$ cat src/rtl/pe_lanes_if.sv
// pe_lanes_if: datapath bundle between the activation buffer side (master)
// and the multi-lane PE (slave).
//
// Handshake: there is no backpressure. A beat is transferred on every rising
// clock edge where in_valid=1 and head=0 while the PE accumulates. head=1 is
// a header beat carrying the dot-product length in x_in[COUNT_W-1:0]. It is
// accepted in any state and takes priority over in_valid. Results in pe_out
// are valid while done_flag=1.
interface pe_lanes_if #(
  parameter int LANES   = 4,
  parameter int DATA_W  = 16,
  parameter int COUNT_W = 10
);
  logic                      head;
  logic [DATA_W-1:0]         x_in;
  logic                      in_valid;
  logic [LANES*DATA_W-1:0]   w;
  logic [LANES*DATA_W-1:0]   b;
  logic [LANES*DATA_W-1:0]   pe_out;
  logic                      done_flag;
  logic                      busy;
  logic [1:0]                fsm_state;

  modport master (
    output head, x_in, in_valid, w, b,
    input  pe_out, done_flag, busy, fsm_state
  );

  modport slave (
    input  head, x_in, in_valid, w, b,
    output pe_out, done_flag, busy, fsm_state
  );
endinterface

$ cat src/rtl/pe_lanes.sv
// pe_lanes: LANES parallel fixed-point neurons sharing one broadcast activation
// stream. A header loads the length N. N valid beats accumulate w_i*x per lane.
// FINISH then adds the bias, rescales with a floor shift and saturates into
// pe_out.
// Optional feature macro: PE_RELU_EN clamps negative results to zero before
// saturation.
module pe_lanes #(
  parameter int LANES   = 4,
  parameter int DATA_W  = 16,
  parameter int FRAC_W  = 8,
  parameter int COUNT_W = 10
) (
  input logic        clock,
  input logic        reset,
  pe_lanes_if.slave  bus
);
  localparam int ACC_W = 2*DATA_W + COUNT_W;
  localparam int SUM_W = ACC_W + 1;

  localparam logic [1:0] IDLE   = 2'd0;
  localparam logic [1:0] ACCUM  = 2'd1;
  localparam logic [1:0] FINISH = 2'd2;
  localparam logic [1:0] DONE   = 2'd3;

  localparam logic signed [SUM_W-1:0] SAT_MAX =
    {{(SUM_W-DATA_W+1){1'b0}}, {(DATA_W-1){1'b1}}};
  localparam logic signed [SUM_W-1:0] SAT_MIN =
    {{(SUM_W-DATA_W+1){1'b1}}, {(DATA_W-1){1'b0}}};

  logic [1:0]                state;
  logic [COUNT_W-1:0]        n_len;
  logic [COUNT_W-1:0]        cnt;
  logic [COUNT_W-1:0]        cnt_next;
  logic signed [ACC_W-1:0]   acc      [LANES];
  logic signed [ACC_W-1:0]   acc_sum  [LANES];
  logic signed [2*DATA_W-1:0] prod    [LANES];
  logic signed [SUM_W-1:0]   bias_sh  [LANES];
  logic signed [SUM_W-1:0]   total    [LANES];
  logic signed [SUM_W-1:0]   scaled   [LANES];
  logic [DATA_W-1:0]         res      [LANES];
  logic [LANES*DATA_W-1:0]   pe_out_q;

  // Per-lane MAC update and the FINISH-stage bias / rescale / saturate path.
  always_comb begin
    cnt_next = cnt + 1'b1;
    for (int i = 0; i < LANES; i++) begin
      prod[i] = $signed({{DATA_W{bus.w[i*DATA_W+DATA_W-1]}}, bus.w[i*DATA_W +: DATA_W]})
              * $signed({{DATA_W{bus.x_in[DATA_W-1]}}, bus.x_in});
      acc_sum[i] = acc[i] + $signed({{COUNT_W{prod[i][2*DATA_W-1]}}, prod[i]});
      bias_sh[i] = $signed({{(SUM_W-DATA_W){bus.b[i*DATA_W+DATA_W-1]}},
                            bus.b[i*DATA_W +: DATA_W]}) <<< FRAC_W;
      total[i]   = $signed({acc[i][ACC_W-1], acc[i]}) + bias_sh[i];
      // Arithmetic shift gives floor rounding of the rescaled value.
      scaled[i]  = total[i] >>> FRAC_W;
`ifdef PE_RELU_EN
      if (scaled[i][SUM_W-1]) scaled[i] = '0;
`else
`endif
      if (scaled[i] > SAT_MAX)      res[i] = SAT_MAX[DATA_W-1:0];
      else if (scaled[i] < SAT_MIN) res[i] = SAT_MIN[DATA_W-1:0];
      else                          res[i] = scaled[i][DATA_W-1:0];
    end
  end

  // Control FSM, accumulators and the result register. A header always
  // restarts, discarding any partial sum. pe_out only moves on FINISH->DONE.
  always_ff @(posedge clock or posedge reset) begin
    if (reset) begin
      state    <= IDLE;
      n_len    <= '0;
      cnt      <= '0;
      pe_out_q <= '0;
      for (int i = 0; i < LANES; i++) acc[i] <= '0;
    end else if (bus.head) begin
      n_len <= bus.x_in[COUNT_W-1:0];
      cnt   <= '0;
      for (int i = 0; i < LANES; i++) acc[i] <= '0;
      state <= (bus.x_in[COUNT_W-1:0] != '0) ? ACCUM : FINISH;
    end else begin
      case (state)
        ACCUM: begin
          if (bus.in_valid) begin
            for (int i = 0; i < LANES; i++) acc[i] <= acc_sum[i];
            cnt <= cnt_next;
            if (cnt_next == n_len) state <= FINISH;
          end
        end
        FINISH: begin
          for (int i = 0; i < LANES; i++) pe_out_q[i*DATA_W +: DATA_W] <= res[i];
          state <= DONE;
        end
        default: state <= state;
      endcase
    end
  end

  assign bus.pe_out    = pe_out_q;
  assign bus.done_flag = (state == DONE);
  assign bus.busy      = (state == ACCUM) || (state == FINISH);
  assign bus.fsm_state = state;
endmodule

$ cat src/flat_wrapper.sv
// flat-port wrapper written by rule: the top's interface ports become plain ports
module pe_lanes_flat 
#(
  parameter int LANES   = 4,
  parameter int DATA_W  = 16,
  parameter int FRAC_W  = 8,
  parameter int COUNT_W = 10
)
  (clock, reset, bus_head, bus_x_in, bus_in_valid, bus_w, bus_b, bus_pe_out, bus_done_flag, bus_busy, bus_fsm_state);
  pe_lanes_if #(.LANES(LANES), .DATA_W(DATA_W), .COUNT_W(COUNT_W)) bus_i ();
  input logic clock;
  input logic reset;
  input wire logic [$bits(bus_i.head)-1:0] bus_head;
  input wire logic [$bits(bus_i.x_in)-1:0] bus_x_in;
  input wire logic [$bits(bus_i.in_valid)-1:0] bus_in_valid;
  input wire logic [$bits(bus_i.w)-1:0] bus_w;
  input wire logic [$bits(bus_i.b)-1:0] bus_b;
  output wire logic [$bits(bus_i.pe_out)-1:0] bus_pe_out;
  output wire logic [$bits(bus_i.done_flag)-1:0] bus_done_flag;
  output wire logic [$bits(bus_i.busy)-1:0] bus_busy;
  output wire logic [$bits(bus_i.fsm_state)-1:0] bus_fsm_state;
  assign bus_i.head = bus_head;
  assign bus_i.x_in = bus_x_in;
  assign bus_i.in_valid = bus_in_valid;
  assign bus_i.w = bus_w;
  assign bus_i.b = bus_b;
  assign bus_pe_out = bus_i.pe_out;
  assign bus_done_flag = bus_i.done_flag;
  assign bus_busy = bus_i.busy;
  assign bus_fsm_state = bus_i.fsm_state;
  pe_lanes #(.LANES(LANES), .DATA_W(DATA_W), .FRAC_W(FRAC_W), .COUNT_W(COUNT_W)) u_core (.clock(clock), .reset(reset), .bus(bus_i));
endmodule
$ cat config.mk
export PLATFORM = sky130hd
export DESIGN_NAME = pe_lanes_flat
export DESIGN_NICKNAME = d
export VERILOG_FILES = /design/src/rtl/pe_lanes_if.sv /design/src/rtl/pe_lanes.sv /design/src/flat_wrapper.sv
export SDC_FILE = /design/constraint.sdc
export NUM_CORES = 2
export LEC_CHECK = 0
export CAP_MARGIN = 15
export CORE_AREA = 5 5 360 362
export CTS_CLUSTER_DIAMETER = 50
export DETAILED_ROUTE_END_ITERATION = 10
export DIE_AREA = 0 0 365 367
export GPL_TIMING_DRIVEN = 0
export PLACE_DENSITY = 0.71
export SLEW_MARGIN = 20
export SYNTH_ARGS = -nofsm -noshare
export SYNTH_HDL_FRONTEND = slang
export SYNTH_SLANG_ARGS = --single-unit
$ cat constraint.sdc
create_clock -name clock -period 14.25 [get_ports clock]
set_input_delay 2.85 -clock clock [delete_from_list [all_inputs] [get_ports clock]]
set_output_delay 2.85 -clock clock [all_outputs]
set_load 0.01 [all_outputs]
* Word level (Yosys, flattened, before mapping) *
Cells that the tools add are included.

word-level totals
  register bits = 254
  input port bits = 148
  output and inout bits = 68

operators by class
  add/sub/neg operators = 9
  multiply operators = 4
  $lt $le $gt $ge = 8
  equality and inequality tests = 6
  muxes and demuxes = 19
  bitwise gates (word level) = 1
  reduce and logical (&&, ||, !) cells = 8

operator list
  cell                     count
  $mux W168                3
  $add A42 B24 Y43         4
  $add A42 B32 Y42         4
  $gt A35 B16 Y1 const B   4
  $lt A35 B16 Y1 const B   4
  $mul A16 B16 Y32         4
  $mux W16                 8
  $mux W10                 3
  $add A10 B1 Y10 const B  1
  $eq A10 B10 Y1           1
  $reduce_bool A10 Y1      1
  $mux W2                  4
  $eq A2 B2 Y1 const B     2
  $pmux W2 S2              1
  $reduce_and A2 Y1        2
  $reduce_bool A2 Y1       2
  $ne A3 B2 Y1 const B     1
  $ne A3 B3 Y1 const B     1
  $reduce_and A3 Y1        1
  $reduce_bool A3 Y1       1
  $eq A2 B1 Y1 const B     1
  $logic_or A1 B1 Y1       1
  $not A1 Y1               1

* Depth between registers and ports, before layout *
  depth after elaboration = 6
  mapped depth = 28

* Worst setup path after synthesis *
No wires, ideal clock.

  kind = in2reg
  from = in bus_x_in[1]
  to = reg u_core.acc[166] (netlist name)
  setup time = 0.121 ns
  arrival time = 9.451 ns
  slack = 4.678 ns
  stages = 27
  buffers on the path = 3
  path through = clkbuf_1 > clkbuf_1 > nand2_1 > inv_1 > fa_1 > inv_1 > fa_1 > fa_1 > inv_1 > fa_1 > fa_1 > inv_1 > fa_1 > inv_1 > ha_1 > clkbuf_1 > a21o_1 > a21oi_1 > o21bai_1 > a211oi_1 > o21ai_0 > o31a_1 > o41ai_1 > o21ai_0 > a21oi_1 > xnor2_1 > a22o_1

on the way
  longest elaborated chain between the ends = 5

RTL lines
  element             line                text
  start: declaration  flat_wrapper.sv:14  input wire logic [$bits(bus_i.x_in)-1:0] bus_x_in;
  $mul A16 B16 Y32    pe_lanes.sv:48      * $signed({{DATA_W{bus.x_in[DATA_W-1]}}, bus.x_in});
  $add A42 B32 Y42    pe_lanes.sv:49      acc_sum[i] = acc[i] + $signed({{COUNT_W{prod[i][2*DATA_W-1]}}, prod[i]});
  $mux W168           pe_lanes.sv:82      if (bus.in_valid) begin
  $mux W168           pe_lanes.sv:80      case (state)
  $mux W168           pe_lanes.sv:74      end else if (bus.head) begin
  end: declaration    pe_lanes.sv:34      logic signed [ACC_W-1:0] acc [LANES];

No other way between the ends. The select of a mux whose other input is x is not followed.
A chain may end at the register's enable or synchronous reset.

* Final worst setup path *
  from = in bus_x_in[6]
  to = reg u_core.acc[41] (netlist name)

Same word-level chain as after synthesis.

==> impl_metrics.env <==
export IMPL_initial_core_util=0.542
export IMPL_holdPathStages=1
export IMPL_avgSynthCellArea_um2=8.92
export IMPL_slowest_stage="clkbuf_1"
export IMPL_drv_slew=0
export IMPL_rsz0062_at_grt="false"
export IMPL_wl_um=215000
export IMPL_crit_top_cell="fa_1"
export IMPL_pin_count=216
export IMPL_ant_nets=0
export IMPL_slew_limit_headroom=0.101
export IMPL_clock_sinks=254
export IMPL_cpPeakStageDelay_ns=0.92
export IMPL_die_area_mm2=0.134
export IMPL_core_area_mm2=0.126
export IMPL_worstPathRequired_ns=14.78
export IMPL_clk_root_buffer_cell="clkbuf_16"
export IMPL_top_layer_used="met5"
export IMPL_holdCritPathClass="reg -> reg"
export IMPL_grt_ovfl_total=0
export IMPL_antenna_found_initial=27
export IMPL_worstSkewPairLatency_ns=0.66
export IMPL_port_buffers=210
export IMPL_outcome="finished, final reports clean"
export IMPL_yosysWarnings=0
export IMPL_setup_tns_ns=0
export IMPL_final_cell_mix="1709 x inv_1, 1352 x fa_1, 869 x nand2_1"
export IMPL_timing_final_crit_share=0.855
export IMPL_rows=131
export IMPL_hp_start="u_core.bus.pe_out[63]"
export IMPL_wl_met3_um=23200
export IMPL_htreeDepth=2
export IMPL_grt_pass1_vias=57000
export IMPL_crit_type="in -> reg"
export IMPL_syn_nets=9801
export IMPL_r2r_slack_ns=6.83
export IMPL_grt_max_degree=83
export IMPL_dr_wl_met2_um=95900
export IMPL_first_pass_iters=5
export IMPL_post_place_cells=9565
export IMPL_ctsHoldBuffers=0
export IMPL_startpoint_type="input pin"
export IMPL_wire_per_inst_um=22.2
export IMPL_tightest_slew_ns=1.35
export IMPL_netlist_instances=7681
export IMPL_synth_edf_count=0
export IMPL_finalCriticalPeriod_ns=12.19
export IMPL_yosysSeqAreaShare=0.0927
export IMPL_first_iter_violations=4203
export IMPL_holdPathEnd="u_core.bus.pe_out[63]"
export IMPL_via_per_inst=5.66
export IMPL_yosysUniqueCellTypes=102
export IMPL_ff2ff_path_depth=20
export IMPL_numCtsBuffers=58
export IMPL_finalHoldViolCount=0
export IMPL_cts_resized_gates=0
export IMPL_hold_slack_ns=0.477
export IMPL_place_hpwl_um=179000
export IMPL_setup_violations_final=0
export IMPL_drive_gt1_frac=0.0298
export IMPL_design_area_mm2=0.0751
export IMPL_fillers=11100
export IMPL_die_height_um=367
export IMPL_reg2reg_from="u_core.acc[9]"
export IMPL_final_cells=9692
export IMPL_fp_dieW_um=365
export IMPL_syn2layout_area_growth_pct=9.63
export IMPL_fmax_mhz=82.1
export IMPL_endpoint_kind="flop"
export IMPL_regToRegEndpoint="u_core.acc[41]"
export IMPL_maxCapViolations=0
export IMPL_vias=54800
export IMPL_ys_flop_type="dfrtp_1"
export IMPL_drcViolationCount=0
export IMPL_wl_met1_um=85200
export IMPL_gr_usage_all_layers=0.327
export IMPL_placed_area_mm2=0.0731
export IMPL_synth_cell_area_mm2=0.0685
export IMPL_skew_ns=0.0248
export IMPL_cts_setup_buffers=0
export IMPL_crit_fanout=10
export IMPL_async_reset_ff_frac=1.00
export IMPL_final_common_cell="inv_1"
export IMPL_gp_congestion=0.981
export IMPL_clockBufferDepth=3
export IMPL_cts_tree="done"
export IMPL_finalNetCount=10100
export IMPL_grt_first_pass_wirelength_um=333000
export IMPL_ys_seq_elements=254
export IMPL_clk_pin_slew_ns=0.05
export IMPL_worst_ep_arrival_time_ns=12.72
## worst max-delay path by stage
stage,startpoint,end,slack (ns),cells after the start
floorplan,reset,u_core.acc[0],4.41,1
global placement,reset,u_core.bus.pe_out[32],-0.1,2
detailed placement,bus_x_in[6],u_core.acc[41],1.89,27
CTS,bus_x_in[6],u_core.acc[41],2.55,27
global route,bus_x_in[9],u_core.acc[164],2.08,27
finish,bus_x_in[6],u_core.acc[41],2.06,27
## Yosys cell counts, drive strengths merged (11+ instances only)
cell type	count	area share
or4	11	0.0013
nand3	72	0.0053
o32ai	14	0.0018
o21ai	161	0.012
or3	20	0.0018
nor3	47	0.0035
o21bai	44	0.0048
a2111oi	14	0.0025
clkbuf	270	0.015
nand2	870	0.048
o211ai	38	0.0042
mux2i	12	0.0018
dfrtp	254	0.093
nor4	13	0.0014
fa	1356	0.40
o21a	44	0.0048
nand2b	52	0.0047
buf	19	0.0016
xor2	85	0.011
nor2	287	0.016
a21o	122	0.013
inv	1710	0.094
and2	497	0.045
nand4	40	0.0037
and3	39	0.0036
a211o	11	0.0014
a31oi	36	0.0034
ha	616	0.11
o31ai	17	0.0019
a22o	38	0.0049
a211oi	40	0.0046
xnor2	198	0.025
nor2b	42	0.0038
a21oi	424	0.031
## sequential cells by signal (all words and copies together), names as in the netlist
register and cells:
u_core.bus.fsm_state 2, u_core.n_len 10, u_core.cnt 10, u_core.acc 168, u_core.bus.pe_out 64
## worst max-delay path, delay by kind of cell
kind	cells	cell delay [ns]
buf+inv	7	2.59
fa+ha+maj	7	3.14
compound gates	10	3.60
simple gates	3	0.53
## layout make-up
cell class	instances	area (um^2)	share of cell area
clock inverter	40	435	0.00579
antenna	17	42.5	0.000566
tap	1662	2080	0.0277
multi-input combinational	5427	54700	0.727
timing repair buffer	223	2390	0.0319
inverter	1711	6430	0.0856
clock buffer	69	1580	0.0210
buffer	289	1170	0.0156
sequential	254	6360	0.0846
## cell families after synthesis
group / synth area share
simple gates: 0.143
buf+inv: 0.110
fa+ha+maj: 0.508
compound gates: 0.106
xor+xnor: 0.0362
flops: 0.0927
mux: 0.00323
## through the flow
| step | setup WS (ns) | util |
|---|---|---|
| final | 2.06 | 0.595 |
| after detailed placement | 1.89 | 0.578 |
| after global routing | 2.08 | 0.594 |
| after CTS | 2.55 | 0.594 |
| after floorplan | 4.41 | - |
| after global placement | -0.0991 | 0.575 |
## routing by layer
layer	GRT usage	up-vias
met5	0	-
met3	0.0973	461
met2	0.505	2244
li1	-	24400
met4	0.131	16
met1	0.435	27700
Power is left out: the tool's default activity adds up to more than one toggle a clock period on the data nets, which glitch-free logic cannot reach.
